`config.mk`:
```
export PLATFORM = sky130hd
export DESIGN_NAME = can_frame_sequencer
export DESIGN_NICKNAME = d
export VERILOG_FILES = /design/src/rtl/can_pkg.sv /design/src/rtl/can_crc15.sv /design/src/rtl/can_frame_sequencer.sv
export SDC_FILE = /design/constraint.sdc
export NUM_CORES = 1
export LEC_CHECK = 0
export ABC_AREA = 1
export CAP_MARGIN = 20
export CORE_MARGIN = 8
export CORE_UTILIZATION = 51
export DETAILED_ROUTE_END_ITERATION = 10
export PLACE_DENSITY = 0.85
export SLEW_MARGIN = 15
export SYNTH_ARGS = -nofsm -noshare
export SYNTH_HDL_FRONTEND = slang
export SYNTH_SLANG_ARGS = --single-unit
```
`constraint.sdc`:
```
create_clock -name SP -period 2 [get_ports SP]
set_clock_uncertainty 0.05 [all_clocks]
set_input_delay 0.2 -clock SP [delete_from_list [all_inputs] [get_ports SP]]
set_output_delay 0.2 -clock SP [all_outputs]
set_load 0.01 [all_outputs]
```
`src/rtl/can_pkg.sv`:
```
// Shared types, field lengths and helpers for the standard-format CAN receive sequencer.
package can_pkg;

    typedef enum logic [3:0] {
        S_WAIT_IDLE = 4'd0,
        S_IDLE      = 4'd1,
        S_ID        = 4'd2,
        S_RTR       = 4'd3,
        S_IDE       = 4'd4,
        S_R0        = 4'd5,
        S_DLC       = 4'd6,
        S_DATA      = 4'd7,
        S_CRC       = 4'd8,
        S_CRC_DEL   = 4'd9,
        S_ACK       = 4'd10,
        S_ACK_DEL   = 4'd11,
        S_EOF       = 4'd12,
        S_IFS       = 4'd13
    } can_state_e;

    localparam logic [6:0]  CAN_ID_LEN     = 7'd11;
    localparam logic [6:0]  CAN_DLC_LEN    = 7'd4;
    localparam logic [6:0]  CAN_CRC_LEN    = 7'd15;
    localparam logic [6:0]  CAN_EOF_LEN    = 7'd7;
    localparam logic [6:0]  CAN_IFS_LEN    = 7'd3;
    localparam logic [6:0]  CAN_IDLE_BITS  = 7'd11;
    localparam logic [3:0]  CAN_MAX_BYTES  = 4'd8;
    localparam logic [14:0] CAN_CRC15_POLY = 15'h4599;

    function automatic logic [14:0] crc15Next(input logic [14:0] crc, input logic bitIn);
        logic [14:0] shifted;
        shifted = {crc[13:0], 1'b0};
        return (bitIn ^ crc[14]) ? (shifted ^ CAN_CRC15_POLY) : shifted;
    endfunction

    // Remote frames carry no data regardless of DLC; DLC above 8 still means 8 bytes.
    function automatic logic [6:0] dataBitCount(input logic rtr, input logic [3:0] dlc);
        logic [3:0] bytes;
        bytes = (dlc > CAN_MAX_BYTES) ? CAN_MAX_BYTES : dlc;
        return rtr ? 7'd0 : {bytes, 3'b000};
    endfunction

endpackage

```
`src/rtl/can_crc15.sv`:
```
// Serial CRC-15 accumulator, one bit per enabled sample point.
module can_crc15
    import can_pkg::*;
(
    input  logic        SP,
    input  logic        reset,
    input  logic        clear,
    input  logic        enable,
    input  logic        bit_in,
    output logic [14:0] crc
);

    logic [14:0] crc_q;

    // Clearing and feeding on the same edge lets the SOF bit start a fresh CRC.
    always_ff @(posedge SP) begin
        if (reset) begin
            crc_q <= '0;
        end else if (clear) begin
            crc_q <= enable ? crc15Next(15'd0, bit_in) : 15'd0;
        end else if (enable) begin
            crc_q <= crc15Next(crc_q, bit_in);
        end
    end

    assign crc = crc_q;

endmodule

```
`src/rtl/can_frame_sequencer.sv`:
```
// Bit-level receive sequencer for standard CAN frames: destuffing, field capture and CRC-15 check.
module can_frame_sequencer
    import can_pkg::*;
(
    input  logic        SP,
    input  logic        reset,
    input  logic        RX,
    output logic        EOF_Flag,
    output logic        Frame_Valid,
    output logic        Stuff_Error,
    output logic        Form_Error,
    output logic        CRC_Error,
    output logic [10:0] ID,
    output logic        RTR,
    output logic [3:0]  DLC,
    output logic [63:0] Data,
    output logic [3:0]  State
);

    can_state_e  state_q;
    logic [6:0]  bitCnt_q;
    logic [2:0]  runCnt_q;
    logic        lastBit_q;
    logic [6:0]  nBits_q;
    logic [14:0] crcRx_q;
    logic [10:0] id_q;
    logic        rtr_q;
    logic [3:0]  dlc_q;
    logic [63:0] data_q;
    logic        frameValid_q, stuffErr_q, formErr_q, crcErr_q, eofFlag_q;

    logic        stuffZone, stuffBit, stuffErr, sof, crcEnable, crcMismatch;
    logic [14:0] crcCalc;
    logic [5:0]  dataIdx;
    logic [3:0]  dlcNext;
    logic [6:0]  nBitsNext;

    // Destuffing covers SOF through the last CRC bit; no stuff bit is expected after the final CRC bit.
    always_comb begin
        stuffZone   = state_q inside {S_ID, S_RTR, S_IDE, S_R0, S_DLC, S_DATA, S_CRC};
        stuffBit    = stuffZone && (runCnt_q == 3'd5);
        stuffErr    = stuffBit && (RX == lastBit_q);
        sof         = ((state_q == S_IDLE) || (state_q == S_IFS)) && !RX;
        crcEnable   = sof || (!stuffBit && (state_q inside {S_ID, S_RTR, S_IDE, S_R0, S_DLC, S_DATA}));
        crcMismatch = (crcRx_q != crcCalc);
        dataIdx     = 6'd63 - bitCnt_q[5:0];
        dlcNext     = {dlc_q[2:0], RX};
        nBitsNext   = dataBitCount(rtr_q, dlcNext);
    end

    can_crc15 u_crc (
        .SP     (SP),
        .reset  (reset),
        .clear  (sof),
        .enable (crcEnable),
        .bit_in (RX),
        .crc    (crcCalc)
    );

    always_ff @(posedge SP) begin
        if (reset) begin
            state_q      <= S_WAIT_IDLE;
            bitCnt_q     <= '0;
            runCnt_q     <= '0;
            lastBit_q    <= 1'b0;
            nBits_q      <= '0;
            crcRx_q      <= '0;
            id_q         <= '0;
            rtr_q        <= 1'b0;
            dlc_q        <= '0;
            data_q       <= '0;
            frameValid_q <= 1'b0;
            stuffErr_q   <= 1'b0;
            formErr_q    <= 1'b0;
            crcErr_q     <= 1'b0;
            eofFlag_q    <= 1'b0;
        end else begin
            frameValid_q <= 1'b0;
            stuffErr_q   <= 1'b0;
            formErr_q    <= 1'b0;
            crcErr_q     <= 1'b0;
            eofFlag_q    <= 1'b0;

            if (stuffZone) begin
                if (stuffBit || (RX != lastBit_q)) begin
                    runCnt_q  <= 3'd1;
                    lastBit_q <= RX;
                end else begin
                    runCnt_q <= runCnt_q + 3'd1;
                end
            end

            case (state_q)
                S_WAIT_IDLE: begin
                    if (!RX) begin
                        bitCnt_q <= '0;
                    end else if (bitCnt_q == CAN_IDLE_BITS - 7'd1) begin
                        state_q  <= S_IDLE;
                        bitCnt_q <= '0;
                    end else begin
                        bitCnt_q <= bitCnt_q + 7'd1;
                    end
                end
                S_IDLE, S_IFS: begin
                    if (sof) begin
                        id_q      <= '0;
                        rtr_q     <= 1'b0;
                        dlc_q     <= '0;
                        data_q    <= '0;
                        crcRx_q   <= '0;
                        runCnt_q  <= 3'd1;
                        lastBit_q <= 1'b0;
                        bitCnt_q  <= '0;
                        state_q   <= S_ID;
                    end else if (state_q == S_IFS) begin
                        if (bitCnt_q == CAN_IFS_LEN - 7'd1) begin
                            state_q  <= S_IDLE;
                            bitCnt_q <= '0;
                        end else begin
                            bitCnt_q <= bitCnt_q + 7'd1;
                        end
                    end
                end
                S_CRC_DEL: begin
                    formErr_q <= !RX;
                    crcErr_q  <= crcMismatch;
                    bitCnt_q  <= '0;
                    state_q   <= (!RX || crcMismatch) ? S_WAIT_IDLE : S_ACK;
                end
                S_ACK: begin
                    state_q <= S_ACK_DEL;
                end
                S_ACK_DEL: begin
                    bitCnt_q <= '0;
                    if (RX) begin
                        frameValid_q <= 1'b1;
                        state_q      <= S_EOF;
                    end else begin
                        formErr_q <= 1'b1;
                        state_q   <= S_WAIT_IDLE;
                    end
                end
                S_EOF: begin
                    eofFlag_q <= 1'b1;
                    if (bitCnt_q == CAN_EOF_LEN - 7'd1) begin
                        state_q  <= S_IFS;
                        bitCnt_q <= '0;
                    end else begin
                        bitCnt_q <= bitCnt_q + 7'd1;
                    end
                end
                default: begin
                    if (stuffBit) begin
                        if (stuffErr) begin
                            stuffErr_q <= 1'b1;
                            state_q    <= S_WAIT_IDLE;
                            bitCnt_q   <= '0;
                        end
                    end else begin
                        case (state_q)
                            S_ID: begin
                                id_q <= {id_q[9:0], RX};
                                if (bitCnt_q == CAN_ID_LEN - 7'd1) begin
                                    state_q  <= S_RTR;
                                    bitCnt_q <= '0;
                                end else begin
                                    bitCnt_q <= bitCnt_q + 7'd1;
                                end
                            end
                            S_RTR: begin
                                rtr_q   <= RX;
                                state_q <= S_IDE;
                            end
                            S_IDE: begin
                                if (RX) begin
                                    formErr_q <= 1'b1;
                                    state_q   <= S_WAIT_IDLE;
                                end else begin
                                    state_q <= S_R0;
                                end
                            end
                            S_R0: begin
                                state_q <= S_DLC;
                            end
                            S_DLC: begin
                                dlc_q <= dlcNext;
                                if (bitCnt_q == CAN_DLC_LEN - 7'd1) begin
                                    nBits_q  <= nBitsNext;
                                    bitCnt_q <= '0;
                                    state_q  <= (nBitsNext == 7'd0) ? S_CRC : S_DATA;
                                end else begin
                                    bitCnt_q <= bitCnt_q + 7'd1;
                                end
                            end
                            S_DATA: begin
                                data_q[dataIdx] <= RX;
                                if (bitCnt_q == nBits_q - 7'd1) begin
                                    state_q  <= S_CRC;
                                    bitCnt_q <= '0;
                                end else begin
                                    bitCnt_q <= bitCnt_q + 7'd1;
                                end
                            end
                            S_CRC: begin
                                crcRx_q <= {crcRx_q[13:0], RX};
                                if (bitCnt_q == CAN_CRC_LEN - 7'd1) begin
                                    state_q  <= S_CRC_DEL;
                                    bitCnt_q <= '0;
                                end else begin
                                    bitCnt_q <= bitCnt_q + 7'd1;
                                end
                            end
                            default: begin
                                state_q <= S_WAIT_IDLE;
                            end
                        endcase
                    end
                end
            endcase
        end
    end

    assign EOF_Flag    = eofFlag_q;
    assign Frame_Valid = frameValid_q;
    assign Stuff_Error = stuffErr_q;
    assign Form_Error  = formErr_q;
    assign CRC_Error   = crcErr_q;
    assign ID          = id_q;
    assign RTR         = rtr_q;
    assign DLC         = dlc_q;
    assign Data        = data_q;
    assign State       = state_q;

endmodule

```
==> results.ini <==
[sta]
period_needed_ns = 1.98
hold_violations = 0
fmax_mhz = 504
drv_slew = 0
maxSlewHeadroom = 0.658
final.setup.tns_ns = 0
tightest_slew_ns = 0.512
finalSetupViolCount = 0
grt_setup_unrepaired = true
post-route-period-util = 0.992
fin_ws_ns = 0.0157

[layout]
ff_latch_area_mm2 = 0.00269
syn_to_final_growth_pct = 33.0
nNetsFinal = 1110
nFillCells = 975
final_cell_area_mm2 = 0.00884
multi_input_comb_area_mm2 = 0.00361
num_antenna_cells = 0
drive_gt1_frac = 0.137

[job]
maxCapViolCount = 0

[logic_synthesis]
yosys-top-cells-area = dfxtp_1 40%, nor2_1 12%, nand2_1 9.9%
synth_nets = 991
synth_common_cells = 207 x nor2_1, 176 x nand2_1, 134 x dfxtp_1
syn_inst = 983
yosysMostFrequentCell = nor2_1
yosys.area.top_type = dfxtp_1
yosys_most_used_dff = dfxtp_1
synth_cell_types = 30
ys_warn_count = 0
synth_top_area_share = 0.404
avgSynthCellArea_um2 = 6.76
synth_edf_count = 0
ys_seq_area_frac = 0.404
synth-seq-cells = 134
synth_area_mm2 = 0.00665
async_reset_ff_frac = 0

[clocking]
cts_sinks = 134
clockBufferDepth = 2
holdBufCountCts = 0
worstSkewPairLatency_ns = 0.43
cts_buffers = 17
cts_max_level = 4
cts_tree = done
cts_root_buffer = clkbuf_16
clkSlewWorstSetupHoldPaths_ns = 0.06

[worst_hold_path]
min-delay-start = reset
hold-path-endpoint = u_crc.crc[0]
hold_path_class = in -> reg
hold_depth = 5

[critical_path]
worstPathRequired_ns = 2.30
crit_slowest_cell = dfxtp_4
rr_worst_depth = 13
worst_setup_path_start_kind = flip-flop
cpMostUsedCell = nand2_4
cp_max_fo = 16
crit_chain = nor2_4 > inv_2 > nand2_4 > nand2_4 > nor2_4 > inv_2 > nand2_2 > nand2_4 > nor3_4 > buf_12 > buf_16 > nand2_1 > a21oi_1
cpPeakStageDelay_ns = 0.37
ff2ff_setup_slack_ns = 0.02
r2r-end = Data[10]
critPathKind = reg -> reg
arrival_ns = 2.28
reg2reg_from = State[2]
cp-end-kind = flip-flop
crit_start = State[2]

[drt]
vias = 7170
via_per_inst = 5.57
drt_iter0_markers = 731
wl_um = 20700
wl_met1_um = 7930
drtPass1Iterations = 7
drc = 0
post_drt_wl_per_cell_um = 16.1
met3WireLength_um = 2100
ant_nets = 0
top_layer = met4
wl_met2_um = 10100

[floorplanning]
initial_core_util = 0.524
die_area_mm2 = 0.0169
io_pins = 92
std_cell_rows = 41
chipHeight_um = 130
fp.dieW_um = 130
design.core.area_mm2 = 0.0127

[place]
gp_congestion = 0.933
dp_hpwl_um = 12800
place.port_buffers = 91
dp_slack_ns = -0.0694
place_area_mm2 = 0.00793

[pwr]
p_leak_nw = 3.28
vdd_drop_max_v = 0.000940
power_density_mw_per_mm2 = 1340

[global_routing]
grt_pass1_vias = 6579
grt_antenna_before_repair = 0
grt_use_total = 0.229
overflow = 0
grt_max_degree = 101
grt_pass1_wl_um = 31500

[run_status]
status = finished, final reports clean

[through the flow]
step | cells | hold WS, ns | util | power [W]
2_1_floorplan | 983 | 0.327 | - | 0.00659
3_3_place_gp | 1244 | 0.402 | 0.626 | 0.00800
3_5_place_dp | 1244 | 0.409 | 0.626 | 0.00805
4_1_cts | 1276 | 0.212 | 0.675 | 0.0113
5_1_grt | 1287 | 0.248 | 0.697 | 0.0126
6_report | 1287 | 0.214 | 0.697 | 0.0118
[cell usage in the layout, fill, tap and decap left out, types with 3 or more instances in the layout]
| master | netlist | final |
|---|---|---|
| a22oi_1 | 10 | 10 |
| xnor2_1 | 16 | 16 |
| nand2_1 | 176 | 169 |
| o21ai_0 | 72 | 71 |
| inv_1 | 49 | 49 |
| clkinv_2 | 0 | 3 |
| dfxtp_1 | 134 | 130 |
| nor2_4 | 3 | 6 |
| clkdlybuf4s50_1 | 0 | 90 |
| inv_2 | 11 | 11 |
| a21oi_2 | 0 | 10 |
| clkbuf_8 | 0 | 3 |
| nor2_1 | 207 | 204 |
| buf_12 | 0 | 6 |
| a211oi_1 | 7 | 7 |
| nor3_1 | 6 | 6 |
| a21oi_1 | 124 | 114 |
| nor2_2 | 3 | 3 |
| clkbuf_16 | 0 | 19 |
| o21ai_1 | 22 | 21 |
| xor2_1 | 9 | 9 |
| buf_4 | 0 | 44 |
| nand2_2 | 15 | 18 |
| bufinv_16 | 0 | 3 |
| nand3_1 | 52 | 51 |
| nand2_4 | 1 | 5 |
| nand4_1 | 6 | 6 |
| ha_1 | 5 | 3 |
[worst max path at each step]
stage / slack [ns] / depth (start not counted) / to
floorplan: 0.1 / 11 / Data[59]
global placement: -0.05 / 10 / State[1]
detailed placement: -0.07 / 10 / State[3]
CTS: 0.003 / 10 / Data[63]
global route: -0.05 / 13 / Data[0]
finish: 0.02 / 13 / Data[10]
[worst max-delay path, delay by kind of cell, from the launching register on]
| family | cells | cell delay (ns) |
|---|---|---|
| buf+inv | 4 | 0.46 |
| flops | 1 | 0.37 |
| compound gates | 1 | 0.14 |
| simple gates | 8 | 0.87 |
[registers in the layout, summed over array words and instances, names as in the netlist, 3 cells and up]
name / cells
DLC: 4
Data: 64
ID: 11
State: 4
bitCnt_q: 7
crcRx_q: 15
nBits_q: 4
runCnt_q: 3
u_crc.crc: 15
[per-layer routing]
layer	up-vias	GRT usage
met5	-	0
met4	0	0.0943
met3	70	0.0657
met2	382	0.380
met1	3260	0.273
li1	3458	-
[area by class of cell]
cell class,count,area share
Clock inverter,11,0.0166
Timing Repair Buffer,147,0.167
Sequential cell,134,0.305
Multi-Input combinational cell,742,0.409
Clock buffer,21,0.0532
Inverter,60,0.0255
Tap cell,172,0.0244
[report_power, final]
group / switching (W) / internal [W] / total (W)
clock: 0.00119 / 0.00206 / 0.00326
combinational: 0.00336 / 0.00196 / 0.00532
sequential: 0.000307 / 0.00296 / 0.00327
total: 0.00486 / 0.00698 / 0.0118
[repair_timing]
item	CTS	global route
hold endpoints to repair	0	0
pin swaps	0	11
buffers inserted	0	6
setup endpoints to repair	5	105
resized for setup	3	45
gates cloned	0	5
[logic make-up after synthesis]
| group | after synthesis | share of synthesized area |
|---|---|---|
| simple gates | 472 | 0.295 |
| flops | 134 | 0.404 |
| buf+inv | 107 | 0.0697 |
| xor+xnor | 25 | 0.0330 |
| compound gates | 240 | 0.189 |
| fa+ha+maj | 5 | 0.00941 |
Power figures use the tool's default switching activity.
==> edit 1: new RTL, same settings <==
Register the output `DLC` once more; this adds one clock of latency there. The other outputs are not delayed to match.
--- a/src/rtl/can_frame_sequencer.sv
+++ b/src/rtl/can_frame_sequencer.sv
@@ -227,7 +227,9 @@
     assign CRC_Error   = crcErr_q;
     assign ID          = id_q;
     assign RTR         = rtr_q;
-    assign DLC         = dlc_q;
+    always_ff @(posedge SP) begin
+        DLC <= dlc_q;
+    end
     assign Data        = data_q;
     assign State       = state_q;
 
Behaviour: no difference found for any inputs over 4 cycles, from zero or initial values and one cycle with reset high; that may be too few to reach the edited logic, so the function may still have changed.
==> edit 1 against the original RTL <==
The flow now finishes with violations (negative setup slack); sequential power is 3% lower; final area grew 4.0%; count of clock-buffer cells in the layout fell by 3; sequential share of layout area is 0.22 points lower; highest routed layer unchanged; clock power is 9.8% lower; hold slack better by 12 ps; routed wire length increased by 5.0%; sequential cell count is 4 higher; cell count up 2.4%; worst setup slack got worse by 140 ps; total power is 18% lower; die area up 1.4%; synthesized area grew 1.6%.
==> edit 1: results (changes against the original RTL) <==
| Metric | Value |
|---|---|
| Slew Limit Headroom | 63.8% (-2.0 points) |
| Outcome | complete, but fails checks |
| GRT Total Usage | 23.6% (+0.68 points) |
| Nets@finish | 1139 (+2.6%) |
| Hpwl dp | 13600 µm (+6.0%) |
| Crit Path Max Fanout | 7 (-9) |
| GP Congestion | 1.03 (+9.9%) |
| Final setup violation count | 8 (+8) |
| Pin count of the biggest net entering global routing | 101 (unchanged) |
| Fraction of registers with async set/reset | 0% (unchanged) |
| CTS Root Buffer Type | clkbuf_16 |
| Initial antenna violation count | 0 (unchanged) |
| Number of global-route vias before repair | 6710 (+2.0%) |
| Most frequent cells after synthesis | nand2_1 (191), dfxtp_1 (138), nor2_1 (129) |
| Drt total wl | 21800 µm (+5.0%) |
| Port-buffer cells | 91 (unchanged) |
| Fill count | 947 (-2.9%) |
| Avg Inst Size Synth | 6.79 µm² (+0.44%) |
| Setup TNS | -351 ps (-351 ps) |
| Worst-skew pair later-pin latency | 420 ps |
| First-pass GRT wire length | 32400 µm (+3.1%) |
| Clock-pin slew on the worst setup and hold paths | 60 ps (about the same) |
| HP Class | input pin to register |
| Top area cells in the synthesized netlist | dfxtp_1 (41%), nand2_1 (11%), nand3_1 (9.3%) |
| Failing checks | negative setup slack |
| TritonRoute pass-1 iters | 6 (-1) |
| Layout cells sized above 1 | 14.9% (+1.2 points) |
| DRT iter0 DRCs | 999 (+37%) |
| Largest register FFs | 64 (unchanged) |
| Max rail drop VDD | 0.737 mV (-22%) |
| Slack of the critical path | -126 ps (-142 ps) |
| Register area share after synthesis | 40.9% (+0.57 points) |
| Routed via count | 7583 (+5.8%) |
| # diodes | 0 (unchanged) |
| WP data arrival | 2400 ps (+120 ps) |
| Synth cell types | 32 (+6.7%) |
| Leak | 3.31 nW (+0.81%) |
| Longest Clk Path Bufs | 2 (unchanged) |
| Ys Warns | 0 (unchanged) |
| Per-cell routed wire length | 16.5 µm (+2.5%) |
| CTS Buf Count | 17 (unchanged) |
| H-tree levels | 4 (unchanged) |
| Syn_nets | 1002 (+1.1%) |
| Dpl cells | 1274 (+2.4%) |
## edit 1: repair_timing
item | in CTS | in global routing
endpoints found under the setup margin | 32 | 98
gates cloned | 0 | 10
hold buffers | 0 | 0
setup buffers | 0 | 4
resized for setup | 2 | 55
pin swaps | 0 | 21
## edit 1: cells by family (layout without fill, tap and decap cells)
kind of cell             Yosys count  in the layout  synth area share [%]
AND/OR/NAND/NOR                  475            475                  29.8
flip-flops                       138            138                  40.9
buffers and inverters            123            271                  7.51
XOR/XNOR                          27             27                  3.50
adder cells (fa/ha/maj)            5              5                 0.927
AO/OA/AOI/OAI                    226            226                  17.3
## edit 1: area by class of cell
cell class                 instances  area, µm²  share of cell area, %
multi-input combinational        733       3620                   39.4
timing repair buffer             171       1760                   19.1
clock buffer                      18        439                   4.78
inverter                          70        265                   2.89
tap                              176        220                   2.40
sequential                       138       2780                   30.3
clock inverter                    12        103                   1.12
## edit 1: metal layers
layer  share of wire (%)  global-route usage (%)  routed length (µm)  vias to the layer above
li1                    -                       -                   -                     3578
met1                  39                    29.0                8500                     3486
met2                  48                    38.3               10500                      440
met3                 9.5                    5.97                2080                       79
met4                 3.0                    10.5                 657                        0
met5                   0                       0                   0                        -
## edit 1: critical path, stage by stage (launching register included)
cell,delay [ps]
dfxtp_4,370
buf_6,130
nor2_4,130
nand2_2,80
nand2_2,80
inv_2,50
nor2_4,170
nor2_4,60
a21boi_4,170
clkbuf_16,190
clkbuf_16,160
o21ai_1,80
nand2_1,80
a21oi_1,220
## edit 1: metrics by stage
stage	instance area, µm²	worst slack (ps)	utilization, %	hold WS (ps)	total power (W)
3_3_place_gp	8250	23.0	63.0	317	0.00638
3_5_place_dp	8250	-48.1	63.0	306	0.00642
4_1_cts	8790	7.35	67.2	211	0.00934
6_report	9190	-126	70.2	227	0.00969
2_1_floorplan	6750	9.44	-	281	0.00522
5_1_grt	9190	-216	70.2	234	0.0102
## edit 1: final timing paths
kind	start	endpoint	slack (ps)	depth (start not counted)
min	reset	runCnt_q[1]$_SDFF_PP0_	230	5
max	State[2]$_SDFFE_PP0P_	Data[53]$_SDFFE_PP0P_	-130	13
min reg2reg	dlc_q[3]$_SDFFE_PP0P_	DLC[3]$_DFF_P_	320	0
max reg2reg	State[2]$_SDFFE_PP0P_	Data[53]$_SDFFE_PP0P_	-130	13
## edit 1: report_power, final
part | internal (W) | switching (W)
Sequential | 0.00297 | 0.000218
Clock | 0.00172 | 0.00122
Combinational | 0.00129 | 0.00228
==> edit 2: new RTL, config.mk and constraints unchanged <==
Without the edit above. The package constant `CAN_MAX_BYTES` goes from 4'd8 to 4'd6.
--- a/src/rtl/can_pkg.sv
+++ b/src/rtl/can_pkg.sv
@@ -24,7 +24,7 @@
     localparam logic [6:0]  CAN_EOF_LEN    = 7'd7;
     localparam logic [6:0]  CAN_IFS_LEN    = 7'd3;
     localparam logic [6:0]  CAN_IDLE_BITS  = 7'd11;
-    localparam logic [3:0]  CAN_MAX_BYTES  = 4'd8;
+    localparam logic [3:0]  CAN_MAX_BYTES  = 4'd6;
     localparam logic [14:0] CAN_CRC15_POLY = 15'h4599;
 
     function automatic logic [14:0] crc15Next(input logic [14:0] crc, input logic bitIn);
Formal check against the unedited RTL: same outputs for any inputs over 4 cycles, from zero or initial values and one cycle with reset high; that may be too few to reach the edited logic, so the function may still have changed.
==> edit 2 against the original RTL <==
Sequential share of layout area decreased by 0.21 points; worst setup slack got worse by 88 ps; final area increased by 0.84%; the flow now finishes with violations (negative setup slack); highest routed layer unchanged; synthesized area decreased by 1.5%; total power decreased by 17%; sequential cell count unchanged; routed wire length increased by 1.5%.
==> edit 2: results (changes against the original RTL) <==
| Metric | Value |
|---|---|
| Number of global-route vias before repair | 6534 (-0.68%) |
| Hold WS | 182 ps (-31.9 ps) |
| Avg Inst Size Synth | 6.75 µm² (-0.17%) |
| Actual slew at the worst max-slew pin | 545 ps (+32.3 ps) |
| Final Power | 0.00981 W (-17%) |
| DR vias/cell | 5.70 (+2.3%) |
| GRT Total Usage | 23.8% (+0.81 points) |
| Top area cells in the synthesized netlist | dfxtp_1 (41%), nor2_1 (11%), nand2_1 (10%) |
| Setup TNS | -73.9 ps (-73.9 ps) |
| First-pass GRT wire length | 31700 µm (+0.70%) |
| Outcome | complete, but fails checks |
| Failing checks | negative setup slack |
| DRT iter0 DRCs | 984 (+35%) |
| Switching power of the nets | 0.00368 W (-24%) |
| Register area share after synthesis | 41.0% (+0.61 points) |
| Per-cell routed wire length | 16.4 µm (+1.5%) |
| Clock Power Share | 32.5% (+5.0 points) |
| Cell area after synthesis | 0.00655 mm² (-1.5%) |
| Synth cell types | 32 (+6.7%) |
| Area Overhead vs Synth | 36.1% |
| Syn_nets | 978 (-1.3%) |
| WP data arrival | 2360 ps (+80 ps) |
| PostCTS Resize Cnt | 13 (+10) |
| Most common cell in the synthesized netlist | nor2_1 |
| Slack of the critical path | -72.5 ps (-88.2 ps) |
| Met2 Usage GRT | 39.7% (+1.7 points) |
| Routed length on met1 | 7950 µm (+0.25%) |
| Fill count | 946 (-3.0%) |
| Final setup violation count | 2 (+2) |
| Max rail drop VDD | 0.886 mV (-5.8%) |
| Most frequent cells after synthesis | nor2_1 (199), nand2_1 (179), dfxtp_1 (134) |
| Setup WS pre-CTS | -173 ps (-104 ps) |
| Post-CTS Setup Inserts | 1 (+1) |
| GR Layer Usage met3 | 5.18% (-1.4 points) |
| Hpwl dp | 13200 µm (+2.9%) |
| Met3 wire len | 1830 µm (-13%) |
| GP Congestion | 0.940 (+0.73%) |
| Met2 WL | 10400 µm (+2.4%) |
| Met1 Use GR | 27.3% (about the same) |
| Leak | 3.37 nW (+2.6%) |
| Placed Area | 0.00794 mm² (+0.13%) |
-- edit 2: path summary, 6_finish.rpt --
kind,startpoint,to,cells past startpoint
min,reset,runCnt_q[1]$_SDFF_PP0_,4
min reg2reg,DLC[3]$_SDFFE_PP0P_,DLC[3]$_SDFFE_PP0P_,2
max reg2reg,State[1]$_SDFFE_PP0P_,Data[33]$_SDFFE_PP0P_,11
max,State[1]$_SDFFE_PP0P_,Data[33]$_SDFFE_PP0P_,11
-- edit 2: kinds of logic after synthesis --
kind of cell | synth area share, %
buffers and inverters | 7.38
AO/OA/AOI/OAI | 18.6
XOR/XNOR | 3.61
AND/OR/NAND/NOR | 28.5
flip-flops | 41.0
adder cells (fa/ha/maj) | 0.956
-- edit 2: layout make-up --
type	count	area share (%)
inverter	67	2.92
tap	172	2.42
clock buffer	19	4.97
multi-input combinational	724	39.7
timing repair buffer	159	18.0
clock inverter	12	1.73
sequential	134	30.3
